--- config.mk ---
export PLATFORM = sky130hd
export DESIGN_NAME = pipe_event_sequencer_flat
export DESIGN_NICKNAME = d
export VERILOG_FILES = /design/src/rtl/pipe_event_sequencer_if.sv /design/src/rtl/pipe_event_sequencer.sv /design/src/flat_wrapper.sv
export SDC_FILE = /design/constraint.sdc
export NUM_CORES = 1
export LEC_CHECK = 0
export BUFFER_PORTS_ARGS = -buffer_cell sky130_fd_sc_hd__buf_2
export CAP_MARGIN = 20
export CORE_UTILIZATION = 26
export DETAILED_ROUTE_END_ITERATION = 8
export HOLD_SLACK_MARGIN = 0.1
export RECOVER_POWER = 50
export SLEW_MARGIN = 20
export SYNTH_ARGS = -nofsm -noshare
export SYNTH_HDL_FRONTEND = slang
export SYNTH_SLANG_ARGS = --single-unit
--- constraint.sdc ---
create_clock -name clk_i -period 2.39 [get_ports clk_i]
set_input_delay 0.478 -clock clk_i [delete_from_list [all_inputs] [get_ports clk_i]]
set_output_delay 0.478 -clock clk_i [all_outputs]
set_load 0.005 [all_outputs]
--- src/rtl/pipe_event_sequencer_if.sv ---
// Handshake bundle between the control unit / caches and the pipeline event sequencer.
// master drives decode flags and flush completions; slave (the sequencer) drives control outputs.
interface pipe_event_sequencer_if;
   logic       instr_valid;
   logic       exception;
   logic       ret_insn;
   logic       halt;
   logic       ifence;
   logic       wfi;
   logic       interrupt_pending;
   logic       dcache_flush_done;
   logic       icache_flush_done;
   logic       stall;
   logic       flush_pipe;
   logic       trap_req;
   logic       ret_req;
   logic       wfi_wake;
   logic       dcache_flush_req;
   logic       icache_flush_req;
   logic       halted;
   logic       flush_timeout;
   logic [2:0] state;

   modport master (
      output instr_valid, exception, ret_insn, halt, ifence, wfi, interrupt_pending,
             dcache_flush_done, icache_flush_done,
      input  stall, flush_pipe, trap_req, ret_req, wfi_wake, dcache_flush_req,
             icache_flush_req, halted, flush_timeout, state
   );

   modport slave (
      input  instr_valid, exception, ret_insn, halt, ifence, wfi, interrupt_pending,
             dcache_flush_done, icache_flush_done,
      output stall, flush_pipe, trap_req, ret_req, wfi_wake, dcache_flush_req,
             icache_flush_req, halted, flush_timeout, state
   );
endinterface

--- src/rtl/pipe_event_sequencer.sv ---
// Pipeline event sequencer: traps, returns, halt, ifence cache-flush sequence and WFI sleep.
// Flush phases are bounded by FLUSH_TIMEOUT cycles; a forced exit leaves a sticky flag.
module pipe_event_sequencer #(
   parameter int unsigned FLUSH_TIMEOUT = 200,
   parameter int unsigned CNT_W         = 8
) (
   input logic                   clk_i,
   input logic                   rst_i,
   pipe_event_sequencer_if.slave pes
);
   typedef enum logic [2:0] {
      RUN      = 3'd0,
      DFLUSH   = 3'd1,
      IFLUSH   = 3'd2,
      REFETCH  = 3'd3,
      WFI_WAIT = 3'd4,
      HALTED   = 3'd5
   } state_e;

   localparam logic [CNT_W-1:0] CNT_LAST = CNT_W'(FLUSH_TIMEOUT - 1);

   state_e           state_q;
   logic [CNT_W-1:0] cnt_q;
   logic             timeout_q;

   logic acc_v, acc_exc, acc_ret, acc_halt, acc_ifence, acc_sleep;
   logic phase_done, cnt_last;

   // Acceptance decode; only the highest-priority flag is acted on.
   always_comb begin
      acc_v      = (state_q == RUN) && pes.instr_valid;
      acc_exc    = acc_v && pes.exception;
      acc_ret    = acc_v && !pes.exception && pes.ret_insn;
      acc_halt   = acc_v && !pes.exception && !pes.ret_insn && pes.halt;
      acc_ifence = acc_v && !pes.exception && !pes.ret_insn && !pes.halt && pes.ifence;
      acc_sleep  = acc_v && !pes.exception && !pes.ret_insn && !pes.halt && !pes.ifence &&
                   pes.wfi && !pes.interrupt_pending;
      phase_done = (state_q == DFLUSH) ? pes.dcache_flush_done : pes.icache_flush_done;
      cnt_last   = (cnt_q == CNT_LAST);
   end

   always_ff @(posedge clk_i) begin
      if (rst_i) begin
         state_q   <= RUN;
         cnt_q     <= '0;
         timeout_q <= 1'b0;
      end else begin
         case (state_q)
            RUN: begin
               if (acc_halt) begin
                  state_q <= HALTED;
               end else if (acc_ifence) begin
                  state_q <= DFLUSH;
                  cnt_q   <= '0;
               end else if (acc_sleep) begin
                  state_q <= WFI_WAIT;
               end
            end
            DFLUSH, IFLUSH: begin
               if (phase_done || cnt_last) begin
                  state_q <= (state_q == DFLUSH) ? IFLUSH : REFETCH;
                  cnt_q   <= '0;
                  if (!phase_done) timeout_q <= 1'b1;
               end else if (cnt_q != '1) begin
                  cnt_q <= cnt_q + CNT_W'(1);
               end
            end
            REFETCH:  state_q <= RUN;
            WFI_WAIT: if (pes.interrupt_pending) state_q <= RUN;
            HALTED:   state_q <= HALTED;
            default:  state_q <= RUN;
         endcase
      end
   end

   logic       stall_d, flush_d, trap_d, ret_d, wake_d, dreq_d, ireq_d, halted_d, fto_d;
   logic [2:0] state_o_d;

   // Acceptance-cycle outputs must react in the same cycle, so outputs are decoded
   // from registered state plus live inputs, and all are held low while reset is asserted.
   always_comb begin
      stall_d   = 1'b0;
      flush_d   = 1'b0;
      trap_d    = 1'b0;
      ret_d     = 1'b0;
      wake_d    = 1'b0;
      dreq_d    = 1'b0;
      ireq_d    = 1'b0;
      halted_d  = 1'b0;
      fto_d     = 1'b0;
      state_o_d = '0;
      if (!rst_i) begin
         fto_d     = timeout_q;
         state_o_d = state_q;
         case (state_q)
            RUN: begin
               trap_d  = acc_exc;
               ret_d   = acc_ret;
               flush_d = acc_exc || acc_ret;
               stall_d = acc_halt || acc_ifence || acc_sleep;
            end
            DFLUSH: begin
               stall_d = 1'b1;
               dreq_d  = 1'b1;
            end
            IFLUSH: begin
               stall_d = 1'b1;
               ireq_d  = 1'b1;
            end
            REFETCH:  flush_d = 1'b1;
            WFI_WAIT: begin
               wake_d  = pes.interrupt_pending;
               stall_d = !pes.interrupt_pending;
            end
            HALTED: begin
               stall_d  = 1'b1;
               halted_d = 1'b1;
            end
            default: ;
         endcase
      end
   end

   assign pes.stall            = stall_d;
   assign pes.flush_pipe       = flush_d;
   assign pes.trap_req         = trap_d;
   assign pes.ret_req          = ret_d;
   assign pes.wfi_wake         = wake_d;
   assign pes.dcache_flush_req = dreq_d;
   assign pes.icache_flush_req = ireq_d;
   assign pes.halted           = halted_d;
   assign pes.flush_timeout    = fto_d;
   assign pes.state            = state_o_d;
endmodule
--- src/flat_wrapper.sv ---
// flat-port wrapper written by rule: the top's interface ports become plain ports
module pipe_event_sequencer_flat 
#(
   parameter int unsigned FLUSH_TIMEOUT = 200,
   parameter int unsigned CNT_W         = 8
)
  (clk_i, rst_i, pes_instr_valid, pes_exception, pes_ret_insn, pes_halt, pes_ifence, pes_wfi, pes_interrupt_pending, pes_dcache_flush_done, pes_icache_flush_done, pes_stall, pes_flush_pipe, pes_trap_req, pes_ret_req, pes_wfi_wake, pes_dcache_flush_req, pes_icache_flush_req, pes_halted, pes_flush_timeout, pes_state);
  pipe_event_sequencer_if pes_i ();
  input logic clk_i;
  input logic rst_i;
  input wire logic [$bits(pes_i.instr_valid)-1:0] pes_instr_valid;
  input wire logic [$bits(pes_i.exception)-1:0] pes_exception;
  input wire logic [$bits(pes_i.ret_insn)-1:0] pes_ret_insn;
  input wire logic [$bits(pes_i.halt)-1:0] pes_halt;
  input wire logic [$bits(pes_i.ifence)-1:0] pes_ifence;
  input wire logic [$bits(pes_i.wfi)-1:0] pes_wfi;
  input wire logic [$bits(pes_i.interrupt_pending)-1:0] pes_interrupt_pending;
  input wire logic [$bits(pes_i.dcache_flush_done)-1:0] pes_dcache_flush_done;
  input wire logic [$bits(pes_i.icache_flush_done)-1:0] pes_icache_flush_done;
  output wire logic [$bits(pes_i.stall)-1:0] pes_stall;
  output wire logic [$bits(pes_i.flush_pipe)-1:0] pes_flush_pipe;
  output wire logic [$bits(pes_i.trap_req)-1:0] pes_trap_req;
  output wire logic [$bits(pes_i.ret_req)-1:0] pes_ret_req;
  output wire logic [$bits(pes_i.wfi_wake)-1:0] pes_wfi_wake;
  output wire logic [$bits(pes_i.dcache_flush_req)-1:0] pes_dcache_flush_req;
  output wire logic [$bits(pes_i.icache_flush_req)-1:0] pes_icache_flush_req;
  output wire logic [$bits(pes_i.halted)-1:0] pes_halted;
  output wire logic [$bits(pes_i.flush_timeout)-1:0] pes_flush_timeout;
  output wire logic [$bits(pes_i.state)-1:0] pes_state;
  assign pes_i.instr_valid = pes_instr_valid;
  assign pes_i.exception = pes_exception;
  assign pes_i.ret_insn = pes_ret_insn;
  assign pes_i.halt = pes_halt;
  assign pes_i.ifence = pes_ifence;
  assign pes_i.wfi = pes_wfi;
  assign pes_i.interrupt_pending = pes_interrupt_pending;
  assign pes_i.dcache_flush_done = pes_dcache_flush_done;
  assign pes_i.icache_flush_done = pes_icache_flush_done;
  assign pes_stall = pes_i.stall;
  assign pes_flush_pipe = pes_i.flush_pipe;
  assign pes_trap_req = pes_i.trap_req;
  assign pes_ret_req = pes_i.ret_req;
  assign pes_wfi_wake = pes_i.wfi_wake;
  assign pes_dcache_flush_req = pes_i.dcache_flush_req;
  assign pes_icache_flush_req = pes_i.icache_flush_req;
  assign pes_halted = pes_i.halted;
  assign pes_flush_timeout = pes_i.flush_timeout;
  assign pes_state = pes_i.state;
  pipe_event_sequencer #(.FLUSH_TIMEOUT(FLUSH_TIMEOUT), .CNT_W(CNT_W)) u_core (.clk_i(clk_i), .rst_i(rst_i), .pes(pes_i));
endmodule
Yosys cells after proc, flatten, opt, wreduce, memory -nomap -nowiden
Cells that the tools add are included.
Widths: inputs -> output; s select.
Word-level totals
  register bits after elaboration: 12
  output and inout bits: 12
  logic and storage cells: 76
Operators by class
  reductions and logical operators: 27
  bitwise operators: 1
  eq/ne operators: 13
  muxes and demuxes: 31
  add/sub/neg operators: 1
Operators with widths (count)
  $mux 8: 4
  $mux 3: 6
  $mux 1: 17
  $pmux 8 s2: 1
  $pmux 3 s4: 1
  $logic_and 1x1->1: 11
  $add 8x1->8 const B: 1
  $eq 8x8->1 const B: 1
  $ne 8x8->1 const B: 1
  $eq 3x2->1 const B: 2
  $eq 3x3->1 const B: 2
  $reduce_and 3->1: 2
  $logic_not 1->1: 5
  $logic_or 1x1->1: 4
  $ne 2x1->1 const B: 2
  $ne 2x2->1 const B: 2
  $ne 4x1->1 const B: 1
  $reduce_and 4->1: 1
  $eq 3x1->1 const B: 1
  $logic_not 3->1: 1
  $ne 3x1->1 const B: 1
  $pmux 1 s3: 1
  $reduce_or 3->1: 1
  $pmux 1 s2: 1
  3 further kinds: 3

Logic depth before layout (Yosys ltp)
  depth after elaboration: 12
  gate-level depth with buffers: 6
  mapped depth without buffers: 6

Least setup slack after synthesis
No wires, ideal clock.
  path kind: input port to flip-flop
  start: in pes_exception
  end: reg u_core.cnt_q[7]
  setup slack: 0.579 ns
  library setup time: 0.071 ns
  data arrival time: 1.741 ns
  buffers on the path: 0
  required time: 2.319 ns
  stages on the path: 5
  cell sequence: or3b_4 > o21ai_4 > nand4_1 > or3_1 > a21oi_1
Between the ends
  cells in the longest elaborated chain, start to end: 7
  elaborated cells on any way between the ends: 9
  those cells by class: 2 x eq/ne; 7 x reduce/logical
RTL lines
  start, declared: line flat_wrapper.sv:12  | input wire logic [$bits(pes_i.exception)-1:0] pes_exception;
  $logic_not 1->1 (*): line pipe_event_sequencer.sv:34, pipe_event_sequencer.sv:35
  $logic_and 1x1->1 (*) (2 in series): line pipe_event_sequencer.sv:34, pipe_event_sequencer.sv:35
  $logic_and 1x1->1 (2 in series): line pipe_event_sequencer.sv:35  | acc_ifence = acc_v && !pes.exception && !pes.ret_insn && !pes.halt && pes.ifence;
  $ne 2x1->1 (no line)
  $reduce_and 4->1 (no line) (*)
  end signal, assigned: line pipe_event_sequencer.sv:65  | cnt_q <= cnt_q + CNT_W'(1);
  end, declared: line pipe_event_sequencer.sv:23  | logic [CNT_W-1:0] cnt_q;
Every way passes the cells marked *; elsewhere a longest branch is shown, timed or not.
A chain may end at the register's enable or synchronous reset.

Worst setup path after layout
  start: reg u_core.state_q[1]
  end: out pes_ret_req
Between the ends
  cells in the longest elaborated chain, start to end: 6
RTL lines
  start, declared: line pipe_event_sequencer.sv:22  | state_e state_q;
  start signal, assigned: line pipe_event_sequencer.sv:61  | state_q <= (state_q == DFLUSH) ? IFLUSH : REFETCH;
  $logic_not 3->1 (*): line pipe_event_sequencer.sv:31, pipe_event_sequencer.sv:95
  $logic_and 1x1->1: line pipe_event_sequencer.sv:31  | acc_v = (state_q == RUN) && pes.instr_valid;
  $logic_and 1x1->1 (2 in series): line pipe_event_sequencer.sv:33  | acc_ret = acc_v && !pes.exception && pes.ret_insn;
  $mux 1 (*): line pipe_event_sequencer.sv:95  | case (state_q)
  $mux 1 (*): line pipe_event_sequencer.sv:92  | if (!rst_i) begin
  end, declared: line flat_wrapper.sv:23  | output wire logic [$bits(pes_i.ret_req)-1:0] pes_ret_req;
Marks and branches as above.

==> results.md <==
- Prior to clock tree synthesis, the placed netlist has a worst setup slack of roughly 0.34 ns.
- The final layout contains approximately 140 nets.
- In the layout the commonest cells are sky130_fd_sc_hd__buf_2 (18), sky130_fd_sc_hd__nor2_1 (16), sky130_fd_sc_hd__dfxtp_1 (12), sky130_fd_sc_hd__nand2_1 (8), sky130_fd_sc_hd__a21oi_1 (7).
- The total DRC errors in the routed layout is 0.
- The setup total negative slack is 0 ns.
- The tree built by TritonCTS fans out to 12 sinks.
- The count of endpoints failing setup in the final report is 0.
- After layout, the design draws a total of 0.000377 W.
- Along the worst path, the maximum fanout reaches 10.
- The startpoint identified for the worst register-to-register timing path is u_core.cnt_q[1].
- The share of the Yosys chip area taken by registers is 0.275.
- The repair_antennas step left the layout with diodes totalling 0.
- Setup repair after global routing left no endpoint under its margin.
- The number of gates resized after CTS was 0.
- The run finished with clean final reports.
- In this run the static leakage power is 0.392 nW.
- At the worst endpoint, the arrival time is between 1.5 and 2 ns.
- The transition time at the pin with the least slew margin is 0.509 ns.
- The smallest clock period supported by the final layout is computed as 2.12 ns.
- The worst slack on hold paths is about 0.46 ns.
- The post-detailed-route count of antenna-violating nets is 0.
- The total number of vias is about 860.
- The cell area after technology mapping is between 800 and 900 sq um.
- CTS built an H-tree with a depth of 1.
- The clock network latency to the later pin of the worst-skew pair is approximately 0.27 ns.
- The final RePlAce weighted congestion is ~0.8.
- For this design the ratio of total power to cell area is 365 nW/um^2.
- Yosys mapped the design onto 39 distinct sky130hd cell types.
- The post-layout worst setup margin is ~0.27 ns.
- The initial antenna violation count is 0.
- Clock tree synthesis inserted a total of 3 buffers.
- The post-CTS setup-driven buffer insertion count is 0.
- The first global-routing pass estimated 3400 um of wire.
- In the finished design, the share of the clock period the worst path needs comes to 0.886.
- The CTS tree is done.
- Port buffering added 22 buffers.
- The die footprint is between 3000 and 4000 sq um.
- The longest clock path from root to sink contains 2 buffers.
- Before antenna repair, the detailed router went through 4 iterations.
- The number of warnings issued by yosys is 0.
- Max-cap violations in this run came to 0.
- The site row count is 20.
- Summed over all layers, the routed wires come to 2130 um.
- After clock tree synthesis, the clock-pin slew on the worst setup and hold paths is ~0.070 ns.
- The worst hold path startpoint is u_core.timeout_q.
- The via count of the first global-routing pass is roughly 760.
- In this run, synthesis produced a sequential element count of 12.
- In this run the count of I/O pins placed on the die edge is 23.
- After detailed routing, the average wire length per cell comes to between 10 and 15 um.
- The final worst clock skew is 0.00209 ns.
- STA puts the critical path data required time at about 1.9 ns.
- The maximum vdd drop is 0.000174 V.
- The initial utilization of the core area, before any placement, comes to 0.280.
- The die is 60 um wide.
- The most common cell after layout, fill and taps aside is sky130_fd_sc_hd__buf_2.
- The floorplan step set the die height to about 60 um.
- Hold repair after CTS inserted 0 buffers.
- The launching element type of the critical path is a flop.
- STA classifies the critical path endpoint as a primary output.
- From synthesis to final layout, the design area changed by 18.0%.
- The global-route congestion overflow total is 0.
- A synthesized cell averages roughly 8 sq um.
- The number of vias per cell after detailed routing is 4.91.
- The final-report max-slew violation count is 0.
- The detailed router's first-iteration violation count is 6.
- Summed over all nets, the half-perimeter wirelength after detailed placement is between 1500 and 2000 um.
- The net count of the mapped netlist is 119.
- The maximum number of pins on one net before global-route repair is 13.
- The root buffer cell is sky130_fd_sc_hd__clkbuf_4.
- The maximum clock frequency is 472 MHz.
- The floorplan step defined a core boundary enclosing around 3100 sq um.
- In the global route stage, overall resource usage came out at 0.130.
- The cell count after synthesis is about 110.
- The worst slew margin relative to its limit is 0.661.
- In the final layout, the share of cells above drive strength 1 is 0.262.
- Tracing the worst setup path back leads to its startpoint at u_core.state_q[1].
- The class of the most critical setup path is reg2out.
- The count of endpoints failing hold in the final timing report came to 0.
- The class of the tightest hold or removal check is reg2reg.
-- critical path, stage by stage (launching register included) --
cell                      delay, ns
sky130_fd_sc_hd__dfxtp_1       0.37
sky130_fd_sc_hd__buf_4         0.19
sky130_fd_sc_hd__nor2_1        0.35
sky130_fd_sc_hd__nand2_1       0.11
sky130_fd_sc_hd__nor4_1        0.19
sky130_fd_sc_hd__buf_2         0.16
-- routing by layer --
| metal | wire [um] | global-route usage | up-vias |
|---|---|---|---|
| met5 | 0 | 0 | - |
| li1 | - | - | 432 |
| met1 | 955 | 0.146 | 395 |
| met2 | 1030 | 0.222 | 24 |
| met4 | 50 | 0.0532 | 0 |
| met3 | 85 | 0.0455 | 4 |
-- flip-flops by register name, indices dropped and copies added (netlist names) --
name,cells
u_core.timeout_q,1
u_core.cnt_q,8
u_core.state_q,3
-- area by class of cell --
type                            count  area (sq um)
Fill cell                         334          2100
Multi-Input combinational cell     85           571
Sequential cell                    12           240
Timing Repair Buffer               25           125
Tap cell                           44          55.1
Clock buffer                        3          22.5
Inverter                            5          18.8
-- where the power goes --
part,internal [W],switching [W],leakage (nW)
sequential,0.000201,0.00000333,0.0967
combinational,0.0000213,0.0000282,0.282
clock,0.0000583,0.0000646,0.0138
total,0.000281,0.0000962,0.392
-- cell families (layout without fill, tap and decap cells) --
logic type | after synthesis | after routing | synth area share
xor+xnor | 4 | 4 | 0.0401
simple gates | 56 | 56 | 0.393
compound gates | 24 | 24 | 0.212
buf+inv | 10 | 33 | 0.0658
fa+ha+maj | 1 | 1 | 0.0143
flops | 12 | 12 | 0.275
-- final timing paths --
| kind | endpoint | cells past startpoint | slack, ns |
|---|---|---|---|
| max | pes_ret_req | 5 | 0.27 |
| max reg2reg | u_core.cnt_q[3] | 7 | 0.28 |
| min | u_core.timeout_q | 2 | 0.46 |
| min reg2reg | u_core.timeout_q | 2 | 0.46 |
-- cell usage after synthesis (all sizes together) --
cell | instances | area, sq um
o31ai | 2 | 15.0
nand4b | 1 | 8.76
a211o | 1 | 8.76
nor2b | 5 | 31.3
dfxtp | 12 | 240
o21a | 1 | 7.51
o21ai | 6 | 41.3
or2 | 1 | 6.26
nand2b | 2 | 12.5
and4 | 1 | 10.0
clkbuf | 1 | 3.75
ha | 1 | 12.5
xnor2 | 1 | 8.76
or2b | 1 | 7.51
or3 | 2 | 12.5
nand4 | 4 | 25.0
o211ai | 2 | 28.8
inv | 5 | 18.8
and3 | 3 | 21.3
xor2 | 3 | 26.3
o32ai | 2 | 17.5
a21oi | 8 | 51.3
or3b | 1 | 11.3
buf | 4 | 35.0
nand2 | 8 | 30.0
or4 | 1 | 7.51
nor2 | 16 | 60.1
nor4b | 3 | 45.0
nor4 | 2 | 12.5
nor3b | 2 | 15.0
nand3 | 3 | 27.5
o21bai | 2 | 15.0
-- stage by stage --
| stage | std cells | area, sq um | util |
|---|---|---|---|
| after floorplan | 107 | 875 | - |
| after global placement | 171 | 1020 | 0.327 |
| after detailed placement | 171 | 1020 | 0.327 |
| after CTS | 174 | 1050 | 0.334 |
| after global routing | 174 | 1030 | 0.330 |
| final | 174 | 1030 | 0.330 |
(Power assumes the default switching activity.)
